### src/rtl/fetch_stage_pkg.sv
// Shared types for the instruction-fetch stage and its IF/ID bus.
package fetch_stage_pkg;

  localparam int unsigned PKG_XLEN = 32;
  localparam logic [31:0] NOP_INST = 32'h0000_0013;

  typedef enum logic [1:0] {
    FETCH,
    WAIT,
    DISCARD
  } fetch_state_t;

  typedef struct packed {
    logic [31:0]         instruction;
    logic [PKG_XLEN-1:0] pc;
    logic [4:0]          rs1;
    logic [4:0]          rs2;
    logic                valid;
  } if_id_bus_t;

endpackage

### src/rtl/fetch_stage_buffer.sv
// One-entry instruction holding register: load beats consume, flush beats both.
module fetch_buffer
  import fetch_stage_pkg::*;
#(
  parameter int unsigned XLEN = 32
) (
  input  logic            clock,
  input  logic            reset,
  input  logic            load,
  input  logic            consume,
  input  logic            flush,
  input  logic [31:0]     load_inst,
  input  logic [XLEN-1:0] load_pc,
  output logic            valid,
  output logic [31:0]     inst,
  output logic [XLEN-1:0] pc
);

  // Entry register with valid flag
  always_ff @(posedge clock or posedge reset) begin
    if (reset) begin
      valid <= 1'b0;
      inst  <= NOP_INST;
      pc    <= '0;
    end else if (flush) begin
      valid <= 1'b0;
    end else if (load) begin
      valid <= 1'b1;
      inst  <= load_inst;
      pc    <= load_pc;
    end else if (consume) begin
      valid <= 1'b0;
    end
  end

endmodule

### src/rtl/fetch_stage.sv
// Instruction-fetch stage: owns the PC, issues single-outstanding memory reads,
// buffers one instruction for the IF/ID register and handles redirects.
module fetch_stage
  import fetch_stage_pkg::*;
#(
  parameter int unsigned     XLEN     = PKG_XLEN,
  parameter logic [XLEN-1:0] RESET_PC = '0
) (
  input  logic            clock,
  input  logic            reset,
  input  logic            stall,
  input  logic            takebranch,
  input  logic [XLEN-1:0] branch_target,
  output logic            imem_req_valid,
  input  logic            imem_req_ready,
  output logic [XLEN-1:0] imem_req_addr,
  input  logic            imem_resp_valid,
  input  logic [31:0]     imem_resp_data,
  output if_id_bus_t      if_id_bus_out,
  output logic [31:0]     bubble_count
);

  fetch_state_t    state;
  logic [XLEN-1:0] pc;
  logic            redirect;
  logic            consume;
  logic            fire;
  logic            resp_take;
  logic            buf_valid;
  logic [31:0]     buf_inst;
  logic [XLEN-1:0] buf_pc;
  logic [XLEN-1:0] redirect_pc;

  assign redirect    = takebranch && !stall;
  assign consume     = !stall && !takebranch;
  assign redirect_pc = branch_target & ~XLEN'(3);
  assign resp_take   = (state == WAIT) && imem_resp_valid && !redirect;

  // Issue only when the entry is free (or draining this edge), so a response always has a slot
  always_comb begin
    imem_req_valid = !reset && (state == FETCH) && !redirect && (!buf_valid || consume);
    imem_req_addr  = pc;
    fire           = imem_req_valid && imem_req_ready;
  end

  fetch_buffer #(
    .XLEN(XLEN)
  ) u_buffer (
    .clock    (clock),
    .reset    (reset),
    .load     (resp_take),
    .consume  (consume),
    .flush    (redirect),
    .load_inst(imem_resp_data),
    .load_pc  (pc),
    .valid    (buf_valid),
    .inst     (buf_inst),
    .pc       (buf_pc)
  );

  // PC and request/response FSM; redirect outranks every event but reset
  always_ff @(posedge clock or posedge reset) begin
    if (reset) begin
      state <= FETCH;
      pc    <= RESET_PC & ~XLEN'(3);
    end else if (redirect) begin
      pc <= redirect_pc;
      unique case (state)
        FETCH:   state <= fire ? DISCARD : FETCH;
        WAIT:    state <= imem_resp_valid ? FETCH : DISCARD;
        DISCARD: state <= imem_resp_valid ? FETCH : DISCARD;
        default: state <= FETCH;
      endcase
    end else begin
      unique case (state)
        FETCH: if (fire) state <= WAIT;
        WAIT: begin
          if (imem_resp_valid) begin
            pc    <= pc + XLEN'(4);
            state <= FETCH;
          end
        end
        DISCARD: if (imem_resp_valid) state <= FETCH;
        default: state <= FETCH;
      endcase
    end
  end

  // Saturating count of cycles where the decoder is free but nothing is buffered
  always_ff @(posedge clock or posedge reset) begin
    if (reset) begin
      bubble_count <= '0;
    end else if (!stall && !buf_valid && (bubble_count != '1)) begin
      bubble_count <= bubble_count + 32'd1;
    end
  end

  // IF/ID bus presentation from the buffer entry
  always_comb begin
    if_id_bus_out.instruction = NOP_INST;
    if_id_bus_out.pc          = '0;
    if_id_bus_out.rs1         = '0;
    if_id_bus_out.rs2         = '0;
    if_id_bus_out.valid       = 1'b0;
    if (buf_valid) begin
      if_id_bus_out.instruction = buf_inst;
      if_id_bus_out.pc          = PKG_XLEN'(buf_pc);
      if_id_bus_out.rs1         = buf_inst[19:15];
      if_id_bus_out.rs2         = buf_inst[24:20];
      if_id_bus_out.valid       = 1'b1;
    end
  end

endmodule

### config.mk
export PLATFORM = sky130hd
export DESIGN_NAME = fetch_stage
export DESIGN_NICKNAME = d
export VERILOG_FILES = /design/src/rtl/fetch_stage_pkg.sv /design/src/rtl/fetch_stage_buffer.sv /design/src/rtl/fetch_stage.sv
export SDC_FILE = /design/constraint.sdc
export NUM_CORES = 1
export LEC_CHECK = 0
export ABC_AREA = 1
export ABC_CLOCK_PERIOD_IN_PS = 10100
export CORE_MARGIN = 3
export CORE_UTILIZATION = 58
export DETAILED_ROUTE_END_ITERATION = 10
export DONT_BUFFER_PORTS = 1
export HOLD_SLACK_MARGIN = 0.06
export PLACE_DENSITY = 0.78
export SYNTH_ARGS = -nofsm -noshare
export SYNTH_HDL_FRONTEND = slang
export SYNTH_SLANG_ARGS = --single-unit
### constraint.sdc
create_clock -name clock -period 10.1 [get_ports clock]
set_input_delay 0.505 -clock clock [delete_from_list [all_inputs] [get_ports clock]]
set_output_delay 0.505 -clock clock [all_outputs]
set_load 0.005 [all_outputs]
## After elaboration in Yosys (flattened, before gate mapping)

Cells that the tools add are included.

| word-level totals | value |
|---|---|
| flip-flop bits (word level) | 131 |
| input bits | 70 |
| word-level logic and storage cells | 52 |

| cells by class | value |
|---|---|
| add/sub/neg operators | 2 |
| eq/ne operators | 5 |
| muxes and demuxes | 14 |
| bitwise gates (word level) | 1 |
| reduce and logical (&&, ||, !) cells | 24 |

Operator list:

| kind | count |
|---|---|
| $mux W32 | 3 |
| $mux W75 | 1 |
| $add A32 B1 Y32 const B | 1 |
| $add A32 B3 Y32 const B | 1 |
| $ne A32 B32 Y1 const B | 1 |
| $logic_and A1 B1 Y1 | 10 |
| $mux W2 | 5 |
| $pmux W2 S2 | 2 |
| $reduce_and A2 Y1 | 3 |
| $logic_not A1 Y1 | 5 |
| $reduce_bool A2 Y1 | 2 |
| $mux W1 | 3 |
| $ne A3 B1 Y1 const B | 1 |
| $ne A3 B3 Y1 const B | 1 |
| $reduce_bool A3 Y1 | 1 |
| $eq A2 B1 Y1 const B | 1 |
| $eq A2 B2 Y1 const B | 1 |
| $logic_not A2 Y1 | 1 |
| $reduce_or A2 Y1 | 1 |
| $logic_or A1 B1 Y1 | 1 |
| $not A1 Y1 | 1 |

## Logic depth before layout (Yosys ltp)

| depth | value |
|---|---|
| depth after elaboration | 9 |
| depth in mapped cells | 11 |
| mapped depth without buffers | 10 |

## Modules after synthesis

A second synthesis with hierarchy kept.

| second synthesis, totals | value |
|---|---|
| cell total of the unflattened synthesis | 1182 |
| area, all modules | 7831.3 µm² |

Modules (own cells, without submodules):

| module | instances | cells each | area an instance (µm²) | seq. area each (µm²) |
|---|---|---|---|---|
| fetch_stage | 1 | 898 | 5212.5 | 1601.5 |
| fetch_buffer | 1 | 284 | 2618.8 | 1630.3 |

## Worst setup path after synthesis

No wires, ideal clock.

| timing | value |
|---|---|
| path type | register -> register |
| start | reg bubble_count[0] |
| end | reg bubble_count[10] |
| library setup time | 0.116 ns |
| data arrival time | 1.561 ns |
| path slack | 8.422 ns |
| cell stages (with the launch flop) | 12 |
| buffers on the path | 1 |
| period minus slack after synthesis | 1.678 ns |
| path through | dfrtp_1 ha_1 inv_2 nor2_4 nand2_4 nor2_4 nand2_4 nand2_8 inv_4 buf_6 nand2_1 nand2_1 |

| between the ends | value |
|---|---|
| word-level cells in the longest chain between the ends | 2 |

RTL lines:

| item | line | RTL |
|---|---|---|
| from (decl) | fetch_stage.sv:20 | `output logic [31:0] bubble_count` |
| from (signal assigned) | fetch_stage.sv:94 | `bubble_count <= bubble_count + 32'd1;` |
| branches (longest 2 deep; another with $add A32 B1 Y32) | -- |  |

Parallel ways; which one is timed is not known.
A chain may end at the register's enable or synchronous reset.

==> key figures <==
CTS
  • CTS Root Cell: clkbuf_16
  • TritonCTS Buffers: 17
  • Hold-fix buffers at CTS: 0
  • # H-tree levels: 4
  • Clk slew on worst S/H paths: 0.05 ns
  • Post-CTS setup buffer count: 0
  • Maximum clock path buffer count: 2
  • CTS tree: yes
  • Resize count post-CTS: 0
  • Clk sinks: 127
  • Clock Latency Late Sink: 0.41 ns

Power and ir drop
  • Power Internal: 1210 uW
  • Max VDD drop: 0.000121 V
  • Switching share of power: 0.374
  • Pwr dens: 244 mW/mm2
  • Clk network pwr share: 0.297
  • Power share of the combinational group: 0.260
  • Leak: 0.00426 uW
  • Part of the power in registers: 0.443
  • Net Sw Power: 725 uW

Final layout
  • Area delta synth->final: 7.23%
  • Filler cells: 1130
  • ANT cells: 0
  • Ratio of cells with drive above 1 in the final layout: 0.0486
  • Nets@finish: 1153
  • Final core utilization: 0.649
  • Layout Cells excl Fill: 1259

Die
  • Initial Util: 0.605
  • Core area: 0.0122 mm2
  • Width of the die: 119 um
  • Row count: 40
  • Die height: 119 um
  • DIE AREA: 0.0141 mm2
  • Ports: 210

GRT
  • Vias in the first global route: 6208
  • Routing usage on met3: 0.0831
  • GR Layer Usage met2: 0.413
  • Pin count of the biggest net entering global routing: 89
  • Busiest grt layer: met2
  • First-pass GRT wire length: 30200 um
  • M1 GR Usage: 0.336
  • Initial antenna violation count: 0
  • Grt total ovfl: 0
  • All-Layer GR Usage: 0.262

Timing
  • Hold_ws: 0.0921 ns
  • Final slew viol count: 0
  • Final Critical Period: 2.25 ns
  • Worst rel slew slack: 0.309
  • Skew final: 0.00656 ns
  • Fmax: 444 MHz
  • Final setup margin: 7.85 ns
  • Final hold violations: 0
  • Unrepaired setup endpoints after global routing: false
  • Final setup violation count: 0
  • Final period utilization: 0.223
  • Fin Setup TNS: 0 ns
  • Worst slew pin tran: 1.04 ns

Critical path
  • Setup Crit Path Kind: reg2out
  • Buffers & Inverters on Critical Path: 2
  • Crit-path slowest cell: buf_4
  • CP endpoint kind: output port
  • Max incr delay on CP: 0.54 ns
  • CP Launch Type: register
  • Worst EP required: 9.60 ns
  • Top delay family on crit path: buffers and inverters
  • Worst path cell trace: buf_4, nand2_1, inv_1
  • CP Max Fanout: 55
  • Worst endpoint data arrival time: 1.75 ns

Synthesis
  • Yosys top cell area share: 0.420
  • Synth Warn #: 0
  • Syn Std Cell Area: 0.00739 mm2
  • Post-synth EDFFs: 0
  • Sequential share of the synthesized area: 0.430
  • Yosys cell types: 36
  • Post-synth top cells: 456 x nand2_1, 148 x inv_1, 129 x nor2_1, 124 x dfrtp_1, 67 x nand3_1
  • Post-synth top area cell: dfrtp_1
  • Gate Count Post-Synth: 1102
  • Async S/R FF share, synth: 1.00
  • Syn_area_per_cell: 6.71 um2
  • Seq cells post-synth: 127
  • Primary FF master, synth: dfrtp_1
  • Top post-synthesis cells by area: dfrtp_1 42%, nand2_1 23%, inv_1 7.5%
  • Count leader, synth: nand2_1

Routing
  • Drt total wl: 18500 um
  • Vias per Instance: 5.29
  • WL per Instance: 14.7 um
  • DR vias: 6665
  • Initial DRC Count: 469
  • Routed Antenna Nets: 0
  • First drt pass iteration count: 6
  • DRC viols: 0

Status
  • Status: completed

Place
  • DP Wirelength: 12900 um
  • Placed cells: 1227
  • Place WS: 7.75 ns
  • GP Congestion: 0.877
  • Port bufs: 0

Worst hold path
  • Hold Crit Class: in2async

Job
  • Max-cap viol count: 0
final timing paths:
| path | from | cells past startpoint | slack [ns] | to |
|---|---|---|---|---|
| max in group asynchronous | reset | 2 | 8.66 | u_buffer.pc[19] |
| worst min register to register | u_buffer.inst[24] | 2 | 0.48 | u_buffer.inst[24] |
| worst max register to register | state[1] | 8 | 7.93 | imem_req_addr[21] |
| worst min-delay path | reset | 1 | 0.09 | imem_req_addr[3] |
| worst max-delay path | u_buffer.valid | 3 | 7.85 | if_id_bus_out[29] |
| min in group clock | imem_resp_data[5] | 2 | 0.20 | u_buffer.inst[5] |
registers in the layout, summed over array words and instances (netlist names):
name            flops
bubble_count       32
u_buffer.inst      32
imem_req_addr      30
u_buffer.pc        30
state               2
u_buffer.valid      1
cell type report:
class / instances / area (um2) / share of cell area
repair buffers: 4 / 30.0 / 0.00379
multi-input cells: 777 / 3380 / 0.426
well taps: 168 / 210 / 0.0265
inverters: 151 / 572 / 0.0721
clock buffers: 26 / 499 / 0.0630
flip-flops and latches: 127 / 3180 / 0.402
clock inverters: 6 / 57.6 / 0.00726
cells in the final DEF, fill, tap and decap left out:
cell	netlist	final
a31oi_1	1	1
nor3_1	4	4
o2111ai_1	2	2
clkbuf_16	0	17
dfrtp_1	124	123
inv_2	2	2
clkbuf_1	22	5
nor2_1	129	129
nand3_1	67	67
o21ai_0	46	46
inv_1	148	147
dfstp_2	3	3
o211ai_1	3	3
xor2_1	10	10
inv_4	1	2
buf_4	19	4
nor2_2	6	6
nor3b_1	1	1
a22o_1	1	1
clkinvlp_4	0	1
nor2_4	2	2
nand2_2	1	2
a21oi_1	1	1
nand2_4	2	2
nand4_1	17	17
ha_1	5	5
o221ai_1	2	2
nand2_1	456	455
xnor2_1	4	4
nand2_8	1	1
conb_1	1	4
clkinv_2	0	4
o21a_1	2	2
and3_1	1	1
nand3b_1	8	8
nor3_2	1	1
clkbuf_8	0	4
bufinv_16	0	1
dfrtp_2	0	1
metrics by stage:
step | instance area (um2) | total power [uW]
2_1_floorplan | 7400 | 1240
3_3_place_gp | 7370 | 1340
3_5_place_dp | 7370 | 1370
4_1_cts | 7930 | 1950
5_1_grt | 7930 | 2080
6_report | 7930 | 1940
cell families after synthesis:
group           count (synthesis)  synth area share
fa+ha+maj                       5           0.00846
buf+inv                       201             0.115
simple gates                  696             0.386
compound gates                 58            0.0437
xor+xnor                       14            0.0166
other cells                     1          0.000507
flops                         127             0.430
worst register-to-register path, cell delays in order (launching register included):
cell	delay (ns)
dfrtp_1	0.39
inv_1	0.08
ha_1	0.14
nand2_1	0.06
nand2_1	0.62
inv_1	0.33
a22o_1	0.26
nor2_1	0.11
nand2_1	0.06
power by group through the flow:
stage                     Combinational, uW  Clock (uW)  Sequential, uW
final                                   503         576             857
after global routing                    590         605             885
after CTS                               509         583             856
after detailed placement                507           0             862
after global placement                  489           0             855
after floorplan                         431           0             810
per-layer routing:
layer	part of all wire	wire [um]
met1	0.42	7760
met2	0.47	8700
met3	0.087	1610
met4	0.022	401
met5	0	0
No activity file was read; power rests on OpenSTA's default activity.
